===== src/rtl/ram_access_ctrl_pkg.sv =====
// Shared encodings for the RAM access controller: write/reset enables, access sizes,
// FSM states and the request legality rule.
package ram_access_ctrl_pkg;

    localparam logic WRITE_ENABLE = 1'b1;
    localparam logic RST_ENABLE   = 1'b1;

    localparam logic [1:0] SIZE_B = 2'd0;
    localparam logic [1:0] SIZE_H = 2'd1;
    localparam logic [1:0] SIZE_W = 2'd2;

    typedef enum logic [1:0] {
        ST_IDLE   = 2'd0,
        ST_ACC    = 2'd1,
        ST_RMW_WR = 2'd2,
        ST_RESP   = 2'd3
    } state_t;

    // Size 3 is never legal; halves need even addresses, words need 4-byte alignment.
    function automatic logic req_illegal(input logic [1:0] size, input logic [1:0] offset);
        case (size)
            SIZE_B:  return 1'b0;
            SIZE_H:  return offset[0];
            SIZE_W:  return (offset != 2'd0);
            default: return 1'b1;
        endcase
    endfunction

endpackage


===== src/rtl/ram_access_ctrl_if.sv =====
// Load/store request, response and RAM port bundle of the RAM access controller.
interface ram_access_ctrl_if #(
    parameter int ADDR_WIDTH = 16
);
    logic                  req_valid_i;
    logic                  req_ready_o;
    logic                  req_we_i;
    logic [1:0]            req_size_i;
    logic                  req_unsigned_i;
    logic [ADDR_WIDTH-1:0] req_addr_i;
    logic [31:0]           req_wdata_i;
    logic                  rsp_valid_o;
    logic                  rsp_ready_i;
    logic [31:0]           rsp_rdata_o;
    logic                  rsp_err_o;
    logic                  ram_we_o;
    logic [ADDR_WIDTH-1:0] ram_addr_o;
    logic [31:0]           ram_wdata_o;
    logic [31:0]           ram_rdata_i;

    modport slave (
        input  req_valid_i, req_we_i, req_size_i, req_unsigned_i, req_addr_i, req_wdata_i,
        input  rsp_ready_i, ram_rdata_i,
        output req_ready_o, rsp_valid_o, rsp_rdata_o, rsp_err_o,
        output ram_we_o, ram_addr_o, ram_wdata_o
    );

    modport master (
        output req_valid_i, req_we_i, req_size_i, req_unsigned_i, req_addr_i, req_wdata_i,
        output rsp_ready_i, ram_rdata_i,
        input  req_ready_o, rsp_valid_o, rsp_rdata_o, rsp_err_o,
        input  ram_we_o, ram_addr_o, ram_wdata_o
    );

endinterface


===== src/rtl/ram_access_ctrl_lane_merge.sv =====
// Combinational lane logic: extracts and extends a loaded byte/half, and builds
// the full write word for stores by replacing the addressed lane(s).
module ram_lane_merge
    import ram_access_ctrl_pkg::*;
(
    input  logic [31:0] word,
    input  logic [1:0]  offset,
    input  logic [1:0]  size,
    input  logic        is_unsigned,
    input  logic [31:0] wdata,
    output logic [31:0] rdata_ext,
    output logic [31:0] wdata_merged
);

    logic [7:0]  lanes [4];
    logic [7:0]  byte_sel;
    logic [15:0] half_sel;

    genvar gi;
    generate
        for (gi = 0; gi < 4; gi++) begin : g_lane
            logic hit_b;
            logic hit_h;

            assign lanes[gi] = word[8*gi +: 8];
            assign hit_b     = (size == SIZE_B) && (offset == 2'(gi));
            assign hit_h     = (size == SIZE_H) && (offset[1] == 1'(gi / 2));

            // Word stores take every lane; a half store spreads wdata[15:0] over its two lanes.
            assign wdata_merged[8*gi +: 8] =
                (size == SIZE_W) ? wdata[8*gi +: 8] :
                hit_b            ? wdata[7:0] :
                hit_h            ? wdata[8*(gi % 2) +: 8] :
                                   word[8*gi +: 8];
        end
    endgenerate

    assign byte_sel = lanes[offset];
    assign half_sel = offset[1] ? word[31:16] : word[15:0];

    always_comb begin
        rdata_ext = '0;
        case (size)
            SIZE_B:  rdata_ext = {{24{~is_unsigned & byte_sel[7]}}, byte_sel};
            SIZE_H:  rdata_ext = {{16{~is_unsigned & half_sel[15]}}, half_sel};
            SIZE_W:  rdata_ext = word;
            default: rdata_ext = '0;
        endcase
    end

endmodule


===== src/rtl/ram_access_ctrl.sv =====
// Turns byte/half/word load-store requests into word accesses on a RAM without
// byte enables, using read-modify-write for sub-word stores.
module ram_access_ctrl
    import ram_access_ctrl_pkg::*;
#(
    parameter int ADDR_WIDTH = 16
)(
    input  logic               clk,
    input  logic               rst,
    ram_access_ctrl_if.slave   bus
);

    state_t                state_reg;
    state_t                state_next;
    logic                  we_reg;
    logic [1:0]            size_reg;
    logic                  uns_reg;
    logic [ADDR_WIDTH-1:0] addr_reg;
    logic [31:0]           wdata_reg;
    logic [31:0]           merge_reg;
    logic [31:0]           rsp_rdata_reg;
    logic                  rsp_err_reg;

    logic                  handshake;
    logic                  illegal;
    logic                  ram_we;
    logic [31:0]           lane_word;
    logic [31:0]           rdata_ext;
    logic [31:0]           wdata_merged;

    assign bus.req_ready_o = (state_reg == ST_IDLE) && (rst != RST_ENABLE);
    assign handshake       = bus.req_valid_i && bus.req_ready_o;
    assign illegal         = req_illegal(bus.req_size_i, bus.req_addr_i[1:0]);

    always_ff @(posedge clk) begin
        if (rst == RST_ENABLE) begin
            state_reg <= ST_IDLE;
        end else begin
            state_reg <= state_next;
        end
    end

    always_comb begin
        state_next = state_reg;
        ram_we     = 1'b0;
        lane_word  = bus.ram_rdata_i;
        case (state_reg)
            ST_IDLE: begin
                if (handshake) begin
                    state_next = illegal ? ST_RESP : ST_ACC;
                end
            end
            ST_ACC: begin
                if (we_reg == WRITE_ENABLE && size_reg != SIZE_W) begin
                    state_next = ST_RMW_WR;
                end else begin
                    state_next = ST_RESP;
                end
                ram_we = (we_reg == WRITE_ENABLE) && (size_reg == SIZE_W);
            end
            ST_RMW_WR: begin
                state_next = ST_RESP;
                ram_we     = 1'b1;
                lane_word  = merge_reg;
            end
            ST_RESP: begin
                if (bus.rsp_ready_i) begin
                    state_next = ST_IDLE;
                end
            end
            default: state_next = ST_IDLE;
        endcase
        // Any write attempted while reset is asserted is dropped.
        if (rst == RST_ENABLE) begin
            ram_we = 1'b0;
        end
    end

    ram_lane_merge u_lane_merge (
        .word         (lane_word),
        .offset       (addr_reg[1:0]),
        .size         (size_reg),
        .is_unsigned  (uns_reg),
        .wdata        (wdata_reg),
        .rdata_ext    (rdata_ext),
        .wdata_merged (wdata_merged)
    );

    always_ff @(posedge clk) begin
        if (rst == RST_ENABLE) begin
            we_reg        <= 1'b0;
            size_reg      <= SIZE_B;
            uns_reg       <= 1'b0;
            addr_reg      <= '0;
            wdata_reg     <= '0;
            merge_reg     <= '0;
            rsp_rdata_reg <= '0;
            rsp_err_reg   <= 1'b0;
        end else begin
            case (state_reg)
                ST_IDLE: begin
                    if (handshake) begin
                        we_reg        <= bus.req_we_i;
                        size_reg      <= bus.req_size_i;
                        uns_reg       <= bus.req_unsigned_i;
                        addr_reg      <= bus.req_addr_i;
                        wdata_reg     <= bus.req_wdata_i;
                        rsp_rdata_reg <= '0;
                        rsp_err_reg   <= illegal;
                    end
                end
                ST_ACC: begin
                    if (we_reg != WRITE_ENABLE) begin
                        rsp_rdata_reg <= rdata_ext;
                    end else if (size_reg != SIZE_W) begin
                        merge_reg <= bus.ram_rdata_i;
                    end
                end
                default: ;
            endcase
        end
    end

    assign bus.rsp_valid_o = (state_reg == ST_RESP);
    assign bus.rsp_rdata_o = rsp_rdata_reg;
    assign bus.rsp_err_o   = rsp_err_reg;
    assign bus.ram_we_o    = ram_we;
    assign bus.ram_addr_o  = {addr_reg[ADDR_WIDTH-1:2], 2'b00};
    assign bus.ram_wdata_o = ram_we ? wdata_merged : 32'd0;

endmodule


===== src/flat_wrapper.sv =====
// flat-port wrapper written by rule: the top's interface ports become plain ports
module ram_access_ctrl_flat import ram_access_ctrl_pkg::*;
#(
    parameter int ADDR_WIDTH = 16
)
  (clk, rst, bus_req_valid_i, bus_req_we_i, bus_req_size_i, bus_req_unsigned_i, bus_req_addr_i, bus_req_wdata_i, bus_rsp_ready_i, bus_ram_rdata_i, bus_req_ready_o, bus_rsp_valid_o, bus_rsp_rdata_o, bus_rsp_err_o, bus_ram_we_o, bus_ram_addr_o, bus_ram_wdata_o);
  ram_access_ctrl_if #(.ADDR_WIDTH(ADDR_WIDTH)) bus_i ();
  input  logic clk;
  input  logic rst;
  input wire logic [$bits(bus_i.req_valid_i)-1:0] bus_req_valid_i;
  input wire logic [$bits(bus_i.req_we_i)-1:0] bus_req_we_i;
  input wire logic [$bits(bus_i.req_size_i)-1:0] bus_req_size_i;
  input wire logic [$bits(bus_i.req_unsigned_i)-1:0] bus_req_unsigned_i;
  input wire logic [$bits(bus_i.req_addr_i)-1:0] bus_req_addr_i;
  input wire logic [$bits(bus_i.req_wdata_i)-1:0] bus_req_wdata_i;
  input wire logic [$bits(bus_i.rsp_ready_i)-1:0] bus_rsp_ready_i;
  input wire logic [$bits(bus_i.ram_rdata_i)-1:0] bus_ram_rdata_i;
  output wire logic [$bits(bus_i.req_ready_o)-1:0] bus_req_ready_o;
  output wire logic [$bits(bus_i.rsp_valid_o)-1:0] bus_rsp_valid_o;
  output wire logic [$bits(bus_i.rsp_rdata_o)-1:0] bus_rsp_rdata_o;
  output wire logic [$bits(bus_i.rsp_err_o)-1:0] bus_rsp_err_o;
  output wire logic [$bits(bus_i.ram_we_o)-1:0] bus_ram_we_o;
  output wire logic [$bits(bus_i.ram_addr_o)-1:0] bus_ram_addr_o;
  output wire logic [$bits(bus_i.ram_wdata_o)-1:0] bus_ram_wdata_o;
  assign bus_i.req_valid_i = bus_req_valid_i;
  assign bus_i.req_we_i = bus_req_we_i;
  assign bus_i.req_size_i = bus_req_size_i;
  assign bus_i.req_unsigned_i = bus_req_unsigned_i;
  assign bus_i.req_addr_i = bus_req_addr_i;
  assign bus_i.req_wdata_i = bus_req_wdata_i;
  assign bus_i.rsp_ready_i = bus_rsp_ready_i;
  assign bus_i.ram_rdata_i = bus_ram_rdata_i;
  assign bus_req_ready_o = bus_i.req_ready_o;
  assign bus_rsp_valid_o = bus_i.rsp_valid_o;
  assign bus_rsp_rdata_o = bus_i.rsp_rdata_o;
  assign bus_rsp_err_o = bus_i.rsp_err_o;
  assign bus_ram_we_o = bus_i.ram_we_o;
  assign bus_ram_addr_o = bus_i.ram_addr_o;
  assign bus_ram_wdata_o = bus_i.ram_wdata_o;
  ram_access_ctrl #(.ADDR_WIDTH(ADDR_WIDTH)) u_core (.clk(clk), .rst(rst), .bus(bus_i));
endmodule

===== config.mk =====
export PLATFORM = sky130hd
export DESIGN_NAME = ram_access_ctrl_flat
export DESIGN_NICKNAME = d
export VERILOG_FILES = /design/src/rtl/ram_access_ctrl_pkg.sv /design/src/rtl/ram_access_ctrl_if.sv /design/src/rtl/ram_access_ctrl_lane_merge.sv /design/src/rtl/ram_access_ctrl.sv /design/src/flat_wrapper.sv
export SDC_FILE = /design/constraint.sdc
export NUM_CORES = 1
export LEC_CHECK = 0
export BUFFER_PORTS_ARGS = -buffer_cell sky130_fd_sc_hd__buf_2
export CORE_MARGIN = 8
export CORE_UTILIZATION = 45
export DETAILED_ROUTE_END_ITERATION = 12
export GPL_TIMING_DRIVEN = 0
export PLACE_DENSITY_LB_ADDON = 0.1
export SYNTH_ARGS = -nofsm -noshare
export SYNTH_HDL_FRONTEND = slang
export SYNTH_HIERARCHICAL = 1
export SYNTH_SLANG_ARGS = --single-unit

===== constraint.sdc =====
create_clock -name clk -period 3.3 [get_ports clk]
set_input_delay 0.165 -clock clk [delete_from_list [all_inputs] [get_ports clk]]
set_output_delay 0.165 -clock clk [all_outputs]
set_load 0.1 [all_outputs]

==> flow_summary.html, run 1 <==
<table>
<tr><th>Metric</th><th>Value</th></tr>
<tr><th colspan="2">Run status</th></tr>
<tr><td>Result of the run</td><td>completed</td></tr>
<tr><th colspan="2">Pwr</th></tr>
<tr><td>Internal Dissipation</td><td>between 4 and 5 mW</td></tr>
<tr><td>Share of power burned in the clock network</td><td>about a quarter</td></tr>
<tr><td>Combinational power share</td><td>49.4%</td></tr>
<tr><td>Leak pwr</td><td>approximately 3.9 nW</td></tr>
<tr><td>Net switching power figure</td><td>approximately 3.2 mW</td></tr>
<tr><td>Switching power as a share of total power</td><td>44.4%</td></tr>
<tr><td>IR Drop Worst-Case VDD</td><td>~0.00043 V</td></tr>
<tr><td>Power after layout</td><td>around 7.2 mW</td></tr>
<tr><td>Seq pwr share</td><td>between 20% and 30%</td></tr>
<tr><td>Total power per unit cell area</td><td>between 700 and 800 mW/mm^2</td></tr>
<tr><th colspan="2">Drt</th></tr>
<tr><td>Post-detailed-routing wire length</td><td>~23,000 microns</td></tr>
<tr><td>Iteration-0 DRC Markers</td><td>between 500 and 600</td></tr>
<tr><td>Antenna violation net count after detailed routing</td><td>0</td></tr>
<tr><td>Via count of the routed design</td><td>6,920</td></tr>
<tr><td>Detailed-router iteration count before antenna repair</td><td>5</td></tr>
<tr><td>Routed length per placed instance</td><td>~18 microns</td></tr>
<tr><td>Via-to-Cell Ratio</td><td>5.26</td></tr>
<tr><td>Residual DRC</td><td>0</td></tr>
<tr><th colspan="2">Cells and area</th></tr>
<tr><td>Multi-input gate area</td><td>around 0.0037 sq mm</td></tr>
<tr><td>Relative area change from synthesis to final layout</td><td>37.0%</td></tr>
<tr><td>Antenna Cells</td><td>0</td></tr>
<tr><td>Fillcell total</td><td>approximately 1,300</td></tr>
<tr><td>Post-layout instance count excluding filler cells</td><td>1,315</td></tr>
<tr><td>Fin util</td><td>63.1%</td></tr>
<tr><td>Number of nets in the layout</td><td>between 1,000 and 1,500</td></tr>
<tr><td>Share of layout cells above drive strength 1</td><td>between 20% and 30%</td></tr>
<tr><td>Combined flip-flop and latch cell area</td><td>between 0.002 and 0.0025 sq mm</td></tr>
<tr><td>Post-route cell area</td><td>around 0.0092 sq mm</td></tr>
<tr><th colspan="2">STA</th></tr>
<tr><td>Final Hold Violating Endpoints</td><td>0</td></tr>
<tr><td>Fin crit share</td><td>between 90 and 100%</td></tr>
<tr><td>Number of max-slew violations in the final report</td><td>0</td></tr>
<tr><td>Tmin final</td><td>around 3.1 ns</td></tr>
<tr><td>Number of setup violations in the final report</td><td>0</td></tr>
<tr><td>Achievable Freq</td><td>roughly 320 MHz</td></tr>
<tr><td>Worst slew margin</td><td>between 50% and 60%</td></tr>
<tr><td>Setup slack after layout</td><td>between 0.15 and 0.2 ns</td></tr>
<tr><td>RSZ-0062 raised after global routing</td><td>no</td></tr>
<tr><td>Final sum of negative setup slack</td><td>0 ns</td></tr>
<tr><td>Worst Skew</td><td>about 0.0094 ns</td></tr>
<tr><td>Slew at the pin closest to its max-slew limit</td><td>0.589 ns</td></tr>
<tr><td>Worst hold margin</td><td>~0.013 ns</td></tr>
<tr><th colspan="2">Synth</th></tr>
<tr><td>Mapped cell area</td><td>between 0.006 and 0.007 sq mm</td></tr>
<tr><td>Post-synthesis cell type with the largest combined area</td><td>sky130_fd_sc_hd__dfxtp_1</td></tr>
<tr><td>Fraction of registers with async set or reset after synthesis</td><td>0%</td></tr>
<tr><td>Predominant post-synthesis flop cell</td><td>sky130_fd_sc_hd__dfxtp_1</td></tr>
<tr><td>Synth Warn #</td><td>6</td></tr>
<tr><td>Top cell type's share of synthesized area</td><td>about 36%</td></tr>
<tr><td>Sequential-to-total area share from yosys stat</td><td>a little over a third</td></tr>
<tr><td>Post-synthesis cell count</td><td>850</td></tr>
<tr><td>Number of flops mapped to enable cells by yosys</td><td>0</td></tr>
<tr><td>Number of different library cells in the post-synthesis netlist</td><td>52</td></tr>
<tr><td>Flops &amp; latches, synth</td><td>119</td></tr>
<tr><td>Synth cell count leaders</td><td>sky130_fd_sc_hd__nand2_1, sky130_fd_sc_hd__dfxtp_1, sky130_fd_sc_hd__a21oi_1</td></tr>
<tr><td>Avg Inst Size Synth</td><td>around 7.9 sq um</td></tr>
<tr><td>Top-count cell post-synth</td><td>sky130_fd_sc_hd__nand2_1</td></tr>
<tr><td>Top post-synthesis cells by area</td><td>sky130_fd_sc_hd__dfxtp_1, sky130_fd_sc_hd__nand2_1, sky130_fd_sc_hd__mux2_2, sky130_fd_sc_hd__a21oi_1, sky130_fd_sc_hd__o21ai_0</td></tr>
<tr><th colspan="2">Global route</th></tr>
<tr><td>Antenna violations before repair</td><td>1</td></tr>
<tr><td>Via count of the first global-routing pass</td><td>between 6,000 and 7,000</td></tr>
<tr><td>Total track usage</td><td>roughly 24%</td></tr>
<tr><td>First-pass GRT wire length</td><td>roughly 36,000 microns</td></tr>
<tr><td>Pin count of the biggest net entering global routing</td><td>17</td></tr>
<tr><td>Congestion Overflow GR</td><td>0</td></tr>
<tr><th colspan="2">Clock tree</th></tr>
<tr><td>Clock buffer depth</td><td>2</td></tr>
<tr><td>Clock tree from TritonCTS</td><td>built</td></tr>
<tr><td># H-tree levels</td><td>4</td></tr>
<tr><td>Clock latency reported for the late side of the worst-skew pair</td><td>about 0.42 ns</td></tr>
<tr><td>Number of clock sinks seen by CTS</td><td>119</td></tr>
<tr><td>Clock buffers created by TritonCTS</td><td>17</td></tr>
<tr><td>Clock-pin slew reported for the worst setup and hold paths after clock tree synthesis</td><td>0.05 ns</td></tr>
<tr><td>Library cell used as clock root buffer</td><td>sky130_fd_sc_hd__clkbuf_16</td></tr>
<tr><th colspan="2">Critical path</th></tr>
<tr><td>Cell-by-cell trace of the critical path</td><td>inv_1 &gt; ha_2 &gt; buf_2 &gt; mux2_2 &gt; a21oi_1 &gt; nor2_1 &gt; o32a_1 &gt; and2_1 &gt; buf_2</td></tr>
<tr><td>Kind of critical path</td><td>reg -&gt; out</td></tr>
<tr><td>Highest fanout seen on the critical path</td><td>10</td></tr>
<tr><td>Critical Path End Type</td><td>output pin</td></tr>
<tr><td>Startpoint Class</td><td>register</td></tr>
<tr><td>Critical path required time</td><td>between 3 and 4 ns</td></tr>
<tr><td>Cell type with the highest occurrence count on the critical path</td><td>sky130_fd_sc_hd__buf_2</td></tr>
<tr><td>Cell with the largest stage delay on the worst path</td><td>sky130_fd_sc_hd__mux2_2</td></tr>
<tr><td>Longest individual stage delay on the worst path</td><td>about 0.45 ns</td></tr>
<tr><td>Worst EP arrival</td><td>2.98 ns</td></tr>
<tr><th colspan="2">Floorplanning</th></tr>
<tr><td>Initial core utilization</td><td>between 40% and 50%</td></tr>
<tr><td>Number of ports placed on the die boundary</td><td>between 150 and 200</td></tr>
<tr><td>Cell row count</td><td>between 40 and 50</td></tr>
<tr><td>Die height</td><td>between 100 and 150 microns</td></tr>
<tr><td>Floorplan die width</td><td>approximately 140 microns</td></tr>
<tr><td>Standard cell core area</td><td>0.0145 sq mm</td></tr>
<tr><td>Die ar.</td><td>0.0190 sq mm</td></tr>
<tr><th colspan="2">Placed design</th></tr>
<tr><td>Placed cell areas</td><td>0.00777 sq mm</td></tr>
<tr><td>Routability-driven placement congestion ratio</td><td>a little over 0.9</td></tr>
<tr><td>HPWL Detailed</td><td>approximately 17,000 microns</td></tr>
<tr><td>Placed cell count</td><td>1,204</td></tr>
<tr><td>Worst slack at placement</td><td>~0.3 ns</td></tr>
<tr><td>Port Buf Inserts</td><td>around 170</td></tr>
<tr><th colspan="2">Flow run</th></tr>
<tr><td>Max Cap Violations</td><td>0</td></tr>
<tr><th colspan="2">Hold path</th></tr>
<tr><td>Worst min-delay path category</td><td>in -&gt; reg</td></tr>
</table>
[power groups by stage]
stage / Sequential [mW] / Combinational [mW] / Clock, mW
finish: 1.81 / 3.56 / 1.83
global route: 1.84 / 3.78 / 1.93
CTS: 1.81 / 3.52 / 1.86
detailed placement: 1.84 / 3.44 / 0
global placement: 1.84 / 3.42 / 0
floorplan: 2.13 / 2.36 / 0
[path summary, 6_finish.rpt]
path                                    from                         end  slack, ns  cells after the start
setup reg to reg         u_core/state_reg[0]  u_core/bus.rsp_rdata_o[10]       0.51                     10
hold reg to reg   u_core/bus.rsp_rdata_o[10]  u_core/bus.rsp_rdata_o[10]       0.45                      2
hold / removal           bus_ram_rdata_i[25]        u_core/merge_reg[25]       0.01                      3
setup / recovery         u_core/state_reg[0]         bus_ram_wdata_o[25]       0.15                      9
[worst max-delay path, delay by kind of cell (launching register included)]
kind / cells / cell delay, ns
compound gates: 2 / 0.51
fa+ha+maj: 1 / 0.32
buf+inv: 3 / 0.74
flops: 1 / 0.33
mux: 1 / 0.45
simple gates: 2 / 0.21
[routing by layer]
layer / global-route usage [%] / share of wire [%] / vias up
li1: - / - / 3399
met1: 30.3 / 42 / 3160
met2: 38.7 / 46 / 310
met3: 7.03 / 9.2 / 49
met4: 10.1 / 2.5 / 2
met5: 0 / 0.043 / -
[logic make-up after synthesis]
| kind of cell | after synthesis | synth area share, % |
|---|---|---|
| DFF | 119 | 35.6 |
| buffers and inverters | 98 | 8.72 |
| and+or+nand+nor | 366 | 26.7 |
| muxes | 53 | 8.70 |
| adders and majority gates | 5 | 0.935 |
| AOI/OAI and AO/OA | 208 | 19.3 |
| other | 1 | 0.0561 |
[cell type report]
type	instances	area share, %
Inverter	13	0.532
Tap cell	184	2.51
Clock buffer	23	5.32
Sequential cell	119	26.0
Clock inverter	8	1.05
Timing Repair Buffer	250	18.1
Buffer	84	5.81
Multi-Input combinational cell	634	40.7
[layout by cell type (no fill, tap or decap), types with 4 or more instances in the layout]
master                          instances
sky130_fd_sc_hd__nor2_1                13
sky130_fd_sc_hd__clkbuf_2               4
sky130_fd_sc_hd__mux2_2                41
sky130_fd_sc_hd__inv_1                 12
sky130_fd_sc_hd__buf_6                 14
sky130_fd_sc_hd__nand2_1              199
sky130_fd_sc_hd__nand2b_1              57
sky130_fd_sc_hd__clkbuf_1              19
sky130_fd_sc_hd__and2_1                42
sky130_fd_sc_hd__ha_1                   4
sky130_fd_sc_hd__clkbuf_8               4
sky130_fd_sc_hd__buf_4                 21
sky130_fd_sc_hd__nand3_1               32
sky130_fd_sc_hd__clkbuf_16             17
sky130_fd_sc_hd__a21oi_1               74
sky130_fd_sc_hd__o21ai_0               72
sky130_fd_sc_hd__buf_2                189
sky130_fd_sc_hd__mux2i_1               12
sky130_fd_sc_hd__dfxtp_1              119
sky130_fd_sc_hd__a221o_1               15
sky130_fd_sc_hd__nor2b_1               10
sky130_fd_sc_hd__o32a_1                 7
sky130_fd_sc_hd__a22oi_1                8
sky130_fd_sc_hd__dlygate4sd3_1         81
sky130_fd_sc_hd__o21ai_1                6
sky130_fd_sc_hd__a22o_1                 8
sky130_fd_sc_hd__buf_1                  7
sky130_fd_sc_hd__clkinv_2               4
[repair_timing]
action | CTS | global route
buffers inserted | 0 | 0
hold endpoints to repair | 81 | 0
endpoints found under the setup margin | 7 | 8
hold buffers | 81 | 0
resized for setup | 0 | 2
Power figures use the tool's default switching activity.
==> run 2, diff against run 1 <==
- CTS_BUF_LIST: default -> sky130_fd_sc_hd__clkbuf_8
- clock period: 3.3 -> 3.53 ns (I/O delays scaled with it)
==> run 2 against run 1 <==
Effect of this change: count of clock-buffer cells in the layout down 2; via count about the same; critical path depth unchanged; design area down 1.8%; clock skew up 0.0027 ns; clock power down 32%; largest power group unchanged.
==> flow_summary.html, run 2 (synthesis gave the netlist of run 1 again) <==
<table>
<tr><th>Metric</th><th>Value</th></tr>
<tr><th colspan="2">Global route</th></tr>
<tr><td>Total track usage</td><td>24.1% (-0.26 points)</td></tr>
<tr><td>Pin count of the biggest net entering global routing</td><td>17 (unchanged)</td></tr>
<tr><td>Via count of the first global-routing pass</td><td>6,730 (-1.3%)</td></tr>
<tr><td>Congestion Overflow GR</td><td>0 (unchanged)</td></tr>
<tr><td>Antenna violations before repair</td><td>1 (unchanged)</td></tr>
<tr><td>First-pass GRT wire length</td><td>35,300 microns (-0.93%)</td></tr>
<tr><th colspan="2">Drt</th></tr>
<tr><td>Via count of the routed design</td><td>6,926 (+0.087%)</td></tr>
<tr><td>Residual DRC</td><td>0 (unchanged)</td></tr>
<tr><td>Post-detailed-routing wire length</td><td>23,000 microns (-0.72%)</td></tr>
<tr><td>Via-to-Cell Ratio</td><td>5.25 (-0.14%)</td></tr>
<tr><td>Iteration-0 DRC Markers</td><td>489 (-6.1%)</td></tr>
<tr><td>Routed length per placed instance</td><td>17.5 microns (-0.95%)</td></tr>
<tr><td>Antenna violation net count after detailed routing</td><td>0 (unchanged)</td></tr>
<tr><td>Detailed-router iteration count before antenna repair</td><td>6 (+1)</td></tr>
<tr><th colspan="2">Floorplanning</th></tr>
<tr><td>Number of ports placed on the die boundary</td><td>172 (unchanged)</td></tr>
<tr><td>Floorplan die width</td><td>138 microns (unchanged)</td></tr>
<tr><td>Initial core utilization</td><td>46.0% (unchanged)</td></tr>
<tr><td>Die height</td><td>138 microns (unchanged)</td></tr>
<tr><td>Standard cell core area</td><td>0.0145 sq mm (unchanged)</td></tr>
<tr><td>Cell row count</td><td>44 (unchanged)</td></tr>
<tr><td>Die ar.</td><td>0.0190 sq mm (unchanged)</td></tr>
<tr><th colspan="2">Cells and area</th></tr>
<tr><td>Relative area change from synthesis to final layout</td><td>34.5%</td></tr>
<tr><td>Leading cell type in the layout, fill and taps excluded</td><td>sky130_fd_sc_hd__nand2_1</td></tr>
<tr><td>Number of nets in the layout</td><td>1,215 (+0.25%)</td></tr>
<tr><td>Fillcell total</td><td>1,357 (+1.7%)</td></tr>
<tr><td>Antenna Cells</td><td>0 (unchanged)</td></tr>
<tr><td>Most frequent cells in the layout</td><td>sky130_fd_sc_hd__nand2_1, sky130_fd_sc_hd__buf_2, sky130_fd_sc_hd__dfxtp_1, sky130_fd_sc_hd__dlygate4sd3_1, sky130_fd_sc_hd__a21oi_1</td></tr>
<tr><td>Share of layout cells above drive strength 1</td><td>27.6% (-0.16 points)</td></tr>
<tr><th colspan="2">Clock tree</th></tr>
<tr><td>Clock tree from TritonCTS</td><td>built</td></tr>
<tr><td>Post-cts gate resize count</td><td>0 (unchanged)</td></tr>
<tr><td># H-tree levels</td><td>4 (unchanged)</td></tr>
<tr><td>Clock latency reported for the late side of the worst-skew pair</td><td>0.45 ns (+0.03 ns)</td></tr>
<tr><td>Number of clock sinks seen by CTS</td><td>119 (unchanged)</td></tr>
<tr><td>Clock buffer depth</td><td>2 (unchanged)</td></tr>
<tr><td>Clock-pin slew reported for the worst setup and hold paths after clock tree synthesis</td><td>0.07 ns (+0.02 ns)</td></tr>
<tr><td>Clock buffers created by TritonCTS</td><td>17 (unchanged)</td></tr>
<tr><td>Library cell used as clock root buffer</td><td>sky130_fd_sc_hd__clkbuf_8</td></tr>
<tr><td>Post-CTS setup buffer count</td><td>0 (unchanged)</td></tr>
<tr><th colspan="2">STA</th></tr>
<tr><td>Worst slew margin</td><td>59.7% (+0.14 points)</td></tr>
<tr><td>Worst Skew</td><td>0.0122 ns (+0.00272 ns)</td></tr>
<tr><td>RSZ-0062 raised after global routing</td><td>no</td></tr>
<tr><td>Final Hold Violating Endpoints</td><td>0 (unchanged)</td></tr>
<tr><td>Final sum of negative setup slack</td><td>0 ns (unchanged)</td></tr>
<tr><td>Slew at the pin closest to its max-slew limit</td><td>0.587 ns (-0.00197 ns)</td></tr>
<tr><td>Achievable Freq</td><td>300 MHz</td></tr>
<tr><td>Number of max-slew violations in the final report</td><td>0 (unchanged)</td></tr>
<tr><td>Number of setup violations in the final report</td><td>0 (unchanged)</td></tr>
<tr><td>Tmin final</td><td>3.33 ns</td></tr>
<tr><td>Fin crit share</td><td>a little over nine tenths</td></tr>
<tr><th colspan="2">Critical path</th></tr>
<tr><td>Critical Path End Type</td><td>output pin</td></tr>
<tr><td>Top cell family by delay on the critical path</td><td>buffers and inverters</td></tr>
<tr><td>Kind of critical path</td><td>reg -&gt; out</td></tr>
<tr><td>Critical path required time</td><td>3.35 ns (+0.22 ns)</td></tr>
<tr><td>Buffers plus inverters on the worst setup path</td><td>3 (unchanged)</td></tr>
<tr><td>Worst EP arrival</td><td>3.16 ns (+0.18 ns)</td></tr>
<tr><td>Cell-by-cell trace of the critical path</td><td>inv_1 &gt; ha_1 &gt; buf_2 &gt; mux2_2 &gt; a21oi_1 &gt; nor2_1 &gt; o32a_1 &gt; and2_1 &gt; buf_2</td></tr>
<tr><td>Startpoint Class</td><td>register</td></tr>
<tr><td>Cell with the largest stage delay on the worst path</td><td>sky130_fd_sc_hd__mux2_2</td></tr>
<tr><td>Cell type with the highest occurrence count on the critical path</td><td>sky130_fd_sc_hd__buf_2</td></tr>
<tr><td>Longest individual stage delay on the worst path</td><td>0.45 ns (about the same)</td></tr>
<tr><td>Highest fanout seen on the critical path</td><td>10 (unchanged)</td></tr>
<tr><th colspan="2">Flow run</th></tr>
<tr><td>Max Cap Violations</td><td>0 (unchanged)</td></tr>
<tr><th colspan="2">Pwr</th></tr>
<tr><td>Leak pwr</td><td>3.82 nW (-1.7%)</td></tr>
<tr><td>Total power per unit cell area</td><td>694 mW/mm^2 (-12%)</td></tr>
<tr><td>IR Drop Worst-Case VDD</td><td>0.000372 V (-14%)</td></tr>
<tr><td>Power after layout</td><td>6.25 mW (-13%)</td></tr>
<tr><th colspan="2">Hold path</th></tr>
<tr><td>Worst min-delay path category</td><td>in -&gt; reg</td></tr>
<tr><th colspan="2">Run status</th></tr>
<tr><td>Result of the run</td><td>completed</td></tr>
<tr><th colspan="2">Placed design</th></tr>
<tr><td>Routability-driven placement congestion ratio</td><td>0.926 (unchanged)</td></tr>
<tr><td>Port Buf Inserts</td><td>169 (unchanged)</td></tr>
<tr><td>HPWL Detailed</td><td>17,100 microns (unchanged)</td></tr>
</table>
==> run 2: changes by cell type in the layout (fill, tap and decap cells not counted) <==
cell / previous run / this run
sky130_fd_sc_hd__clkbuf_16: 17 / 0
sky130_fd_sc_hd__clkbuf_8: 4 / 21
sky130_fd_sc_hd__dlygate4sd3_1: 81 / 84
sky130_fd_sc_hd__clkbuf_1: 19 / 17
sky130_fd_sc_hd__inv_1: 12 / 14
sky130_fd_sc_hd__buf_2: 189 / 190
sky130_fd_sc_hd__clkbuf_4: 1 / 0
sky130_fd_sc_hd__ha_1: 4 / 5
sky130_fd_sc_hd__ha_2: 1 / 0
==> run 2: final cells by class <==
class / instances / area (sq um) / area share (%)
multi-input cells: 634 / 3730 / 41.4
flip-flops and latches: 119 / 2380 / 26.5
repair buffers: 253 / 1690 / 18.7
plain buffers: 84 / 531 / 5.89
clock buffers: 21 / 289 / 3.21
well taps: 184 / 230 / 2.56
clock inverters: 10 / 104 / 1.15
inverters: 13 / 48.8 / 0.542
==> run 2: metrics by stage <==
stage          utilization, %  instance area (sq um)  instances  hold slack [ns]  setup WS [ns]
2_1_floorplan               -                   6690        851            0.285          0.997
3_3_place_gp             53.5                   7770       1204            0.370          0.532
3_5_place_dp             53.5                   7770       1204            0.373          0.529
4_1_cts                  61.9                   9000       1319            0.181         0.0589
5_1_grt                  61.9                   9000       1318            0.208         0.0106
6_report                 61.9                   9000       1318            0.211          0.195
==> run 2: path summary, 6_finish.rpt <==
check | from | to | slack, ns | cells past startpoint
max | u_core/state_reg[0] | bus_ram_wdata_o[29] | 0.20 | 9
min | bus_req_valid_i | u_core/bus.rsp_rdata_o[31] | 0.21 | 5
max reg2reg | u_core/state_reg[0] | u_core/bus.rsp_rdata_o[10] | 0.64 | 10
min reg2reg | u_core/bus.rsp_rdata_o[25] | u_core/bus.rsp_rdata_o[25] | 0.45 | 2
==> run 2: worst min-delay path, delay by kind of cell <==
family          cells  cell delay, ns
buf+inv             1            0.12
simple gates        2            0.16
compound gates      2            0.15
==> run 2: per-layer routing <==
metal / track usage, % / routed length (microns) / vias up
met5: 0 / 11 / -
met4: 10.3 / 546 / 2
met3: 6.09 / 1980 / 43
met1: 30.3 / 9890 / 3169
met2: 38.4 / 10600 / 306
li1: - / - / 3406
==> run 2: power breakdown <==
| group | total, mW | switching (mW) | internal [mW] | leakage (nW) |
|---|---|---|---|---|
| Combinational | 3.32 | 2.22 | 1.10 | 2.64 |
| Clock | 1.24 | 0.547 | 0.689 | 0.210 |
| Sequential | 1.69 | 0.157 | 1.54 | 0.968 |
| Total | 6.25 | 2.92 | 3.33 | 3.82 |
==> run 2: repair_timing <==
action,CTS,global route
endpoints found under the hold margin,84,0
hold buffers,84,0
setup endpoints to repair,0,7
==> run 3, diff against run 2 <==
- MAX_ROUTING_LAYER: default -> met4
- clock period: 3.53 -> 2.7 ns (I/O delays scaled with it)
==> run 3 against run 2 <==
Effect of this change: count of clock-buffer cells in the layout unchanged; final cell count up 0.61%; die area unchanged; register-to-register slack worse by 0.55 ns; critical path type unchanged; critical endpoint unchanged; largest power group unchanged; highest routed layer is now met4.
==> flow_summary.html, run 3 (synthesis gave the netlist of run 1 again) <==
<table>
<tr><th>Metric</th><th>Value</th></tr>
<tr><th colspan="2">Run status</th></tr>
<tr><td>Result of the run</td><td>completed</td></tr>
<tr><th colspan="2">STA</th></tr>
<tr><td>Slew at the pin closest to its max-slew limit</td><td>0.591 ns (+0.00427 ns)</td></tr>
<tr><td>Final sum of negative setup slack</td><td>0 ns (unchanged)</td></tr>
<tr><td>Number of max-slew violations in the final report</td><td>0 (unchanged)</td></tr>
<tr><td>Fin crit share</td><td>98.8%</td></tr>
<tr><td>Number of setup violations in the final report</td><td>0 (unchanged)</td></tr>
<tr><td>Setup slack after layout</td><td>0.0327 ns (-0.163 ns)</td></tr>
<tr><td>Worst slew margin</td><td>59.4% (-0.29 points)</td></tr>
<tr><td>Achievable Freq</td><td>375 MHz</td></tr>
<tr><td>Final Hold Violating Endpoints</td><td>0 (unchanged)</td></tr>
<tr><td>Worst Skew</td><td>0.00881 ns (-0.00334 ns)</td></tr>
<tr><td>RSZ-0062 raised after global routing</td><td>yes</td></tr>
<tr><td>Tmin final</td><td>about 2.7 ns</td></tr>
<tr><td>Worst hold margin</td><td>0.163 ns (-0.0483 ns)</td></tr>
<tr><th colspan="2">Placed design</th></tr>
<tr><td>Worst slack at placement</td><td>-0.301 ns (-0.830 ns)</td></tr>
<tr><td>Placed cell count</td><td>1,204 (unchanged)</td></tr>
<tr><td>Routability-driven placement congestion ratio</td><td>0.942 (+1.8%)</td></tr>
<tr><td>HPWL Detailed</td><td>17,100 microns (unchanged)</td></tr>
<tr><td>Port Buf Inserts</td><td>169 (unchanged)</td></tr>
<tr><td>Placed cell areas</td><td>0.00777 sq mm (unchanged)</td></tr>
<tr><th colspan="2">Clock tree</th></tr>
<tr><td>Clock buffer depth</td><td>2 (unchanged)</td></tr>
<tr><td>Clock latency reported for the late side of the worst-skew pair</td><td>0.45 ns (about the same)</td></tr>
<tr><td># H-tree levels</td><td>4 (unchanged)</td></tr>
<tr><td>Clock tree from TritonCTS</td><td>built</td></tr>
<tr><td>Clock buffers created by TritonCTS</td><td>17 (unchanged)</td></tr>
<tr><td>Library cell used as clock root buffer</td><td>sky130_fd_sc_hd__clkbuf_8</td></tr>
<tr><td>Clock-pin slew reported for the worst setup and hold paths after clock tree synthesis</td><td>0.07 ns (about the same)</td></tr>
<tr><td>Number of clock sinks seen by CTS</td><td>119 (unchanged)</td></tr>
<tr><th colspan="2">Cells and area</th></tr>
<tr><td>Post-layout instance count excluding filler cells</td><td>1,326 (+0.61%)</td></tr>
<tr><td>Most frequent cells in the layout</td><td>sky130_fd_sc_hd__nand2_1, sky130_fd_sc_hd__buf_2, sky130_fd_sc_hd__dfxtp_1, sky130_fd_sc_hd__dlygate4sd3_1, sky130_fd_sc_hd__o21ai_0</td></tr>
<tr><td>Post-route cell area</td><td>0.00968 sq mm (+7.6%)</td></tr>
<tr><td>Fin util</td><td>66.6% (+4.7 points)</td></tr>
<tr><td>Leading cell type in the layout, fill and taps excluded</td><td>sky130_fd_sc_hd__nand2_1</td></tr>
<tr><td>Share of layout cells above drive strength 1</td><td>31.3% (+3.7 points)</td></tr>
<tr><td>Relative area change from synthesis to final layout</td><td>44.7%</td></tr>
<tr><td>Number of nets in the layout</td><td>1,222 (+0.58%)</td></tr>
<tr><th colspan="2">Global route</th></tr>
<tr><td>Congestion Overflow GR</td><td>0 (unchanged)</td></tr>
<tr><td>Pin count of the biggest net entering global routing</td><td>17 (unchanged)</td></tr>
<tr><td>Total track usage</td><td>25.5% (+1.4 points)</td></tr>
<tr><td>Antenna violations before repair</td><td>1 (unchanged)</td></tr>
<tr><td>Via count of the first global-routing pass</td><td>6,834 (+1.5%)</td></tr>
<tr><td>First-pass GRT wire length</td><td>36,300 microns (+2.7%)</td></tr>
<tr><th colspan="2">Floorplanning</th></tr>
<tr><td>Standard cell core area</td><td>0.0145 sq mm (unchanged)</td></tr>
<tr><td>Cell row count</td><td>44 (unchanged)</td></tr>
<tr><td>Die ar.</td><td>0.0190 sq mm (unchanged)</td></tr>
<tr><td>Die height</td><td>138 microns (unchanged)</td></tr>
<tr><td>Floorplan die width</td><td>138 microns (unchanged)</td></tr>
<tr><td>Initial core utilization</td><td>46.0% (unchanged)</td></tr>
<tr><td>Number of ports placed on the die boundary</td><td>172 (unchanged)</td></tr>
<tr><th colspan="2">Critical path</th></tr>
<tr><td>Critical path required time</td><td>2.57 ns (-0.78 ns)</td></tr>
<tr><td>Worst Reg2Reg Path Length in Cells</td><td>11 (+1)</td></tr>
<tr><td>Kind of critical path</td><td>reg -&gt; out</td></tr>
<tr><td>Highest fanout seen on the critical path</td><td>10 (unchanged)</td></tr>
<tr><td>Worst EP arrival</td><td>2.53 ns (-0.63 ns)</td></tr>
<tr><td>Critical Path End Type</td><td>output pin</td></tr>
<tr><td>Startpoint Class</td><td>register</td></tr>
<tr><th colspan="2">Drt</th></tr>
<tr><td>Via-to-Cell Ratio</td><td>5.33 (+1.4%)</td></tr>
<tr><td>Residual DRC</td><td>0 (unchanged)</td></tr>
<tr><td>Routed length per placed instance</td><td>18.3 microns (+4.8%)</td></tr>
<tr><td>Iteration-0 DRC Markers</td><td>506 (+3.5%)</td></tr>
<tr><td>Post-detailed-routing wire length</td><td>24,300 microns (+5.5%)</td></tr>
<tr><td>Antenna violation net count after detailed routing</td><td>0 (unchanged)</td></tr>
<tr><td>Detailed-router iteration count before antenna repair</td><td>5 (-1)</td></tr>
<tr><td>Via count of the routed design</td><td>7,064 (+2.0%)</td></tr>
<tr><th colspan="2">Hold path</th></tr>
<tr><td>Hold Path Stages</td><td>5 (unchanged)</td></tr>
<tr><td>Worst min-delay path category</td><td>in -&gt; reg</td></tr>
<tr><th colspan="2">Pwr</th></tr>
<tr><td>Total power per unit cell area</td><td>886 mW/mm^2 (+28%)</td></tr>
<tr><td>Leak pwr</td><td>4.02 nW (+5.1%)</td></tr>
<tr><td>Power after layout</td><td>8.57 mW (+37%)</td></tr>
<tr><td>IR Drop Worst-Case VDD</td><td>0.000507 V (+36%)</td></tr>
<tr><th colspan="2">Flow run</th></tr>
<tr><td>Max Cap Violations</td><td>0 (unchanged)</td></tr>
</table>
## run 3: changes by cell type in the layout (fill, tap and decap cells not counted), sizes merged
cell / before / now
diode: 0 / 1
buf: 232 / 239
## run 3: critical path: stages (launching register included)
cell and delay (ns):
sky130_fd_sc_hd__dfxtp_2 0.34, sky130_fd_sc_hd__inv_2 0.08, sky130_fd_sc_hd__ha_4 0.22, sky130_fd_sc_hd__buf_12 0.16, sky130_fd_sc_hd__mux2_4 0.35, sky130_fd_sc_hd__a21oi_2 0.14, sky130_fd_sc_hd__nor2_1 0.06, sky130_fd_sc_hd__o32a_1 0.39
sky130_fd_sc_hd__and2_1 0.16, sky130_fd_sc_hd__buf_6 0.18
## run 3: timing repair
item,4_1_cts,5_1_grt
gates resized for setup,72,113
hold buffers,84,0
setup endpoints to repair,60,34
cloned,0,0
endpoints found under the hold margin,85,0
setup buffers,4,3
pin swaps,2,0
## run 3: routing by layer
layer | vias to the layer above | wire length [microns] | GRT usage (%) | part of all wire [%]
met5 | - | 0 | - | 0
met3 | 58 | 1910 | 5.22 | 7.9
met4 | 0 | 745 | 10.9 | 3.1
li1 | 3420 | - | - | -
met1 | 3265 | 10300 | 31.5 | 42
met2 | 321 | 11300 | 39.8 | 47
## run 3: area by class of cell
| class | instances | area [sq um] |
|---|---|---|
| fillers | 1246 | 4850 |
| multi-input cells | 634 | 3860 |
| flip-flops and latches | 119 | 2380 |
| repair buffers | 260 | 2190 |
| plain buffers | 84 | 574 |
| clock buffers | 21 | 289 |
| well taps | 184 | 230 |
| clock inverters | 10 | 104 |
| inverters | 13 | 48.8 |
| diodes | 1 | 2.50 |
## run 3: power breakdown
group | internal, mW | switching, mW | leakage [nW]
registers | 2.01 | 0.222 | 0.969
clock network | 0.900 | 0.724 | 0.210
logic | 1.71 | 3.01 | 2.84
total | 4.62 | 3.96 | 4.02
## run 3: worst paths after layout
path	from	end	slack [ns]
max	u_core/state_reg[0]	bus_ram_wdata_o[29]	0.03
min	bus_rsp_ready_i	u_core/state_reg[1]	0.16
max reg2reg	u_core/state_reg[0]	u_core/bus.rsp_rdata_o[10]	0.09
min reg2reg	u_core/bus.rsp_rdata_o[25]	u_core/bus.rsp_rdata_o[25]	0.45
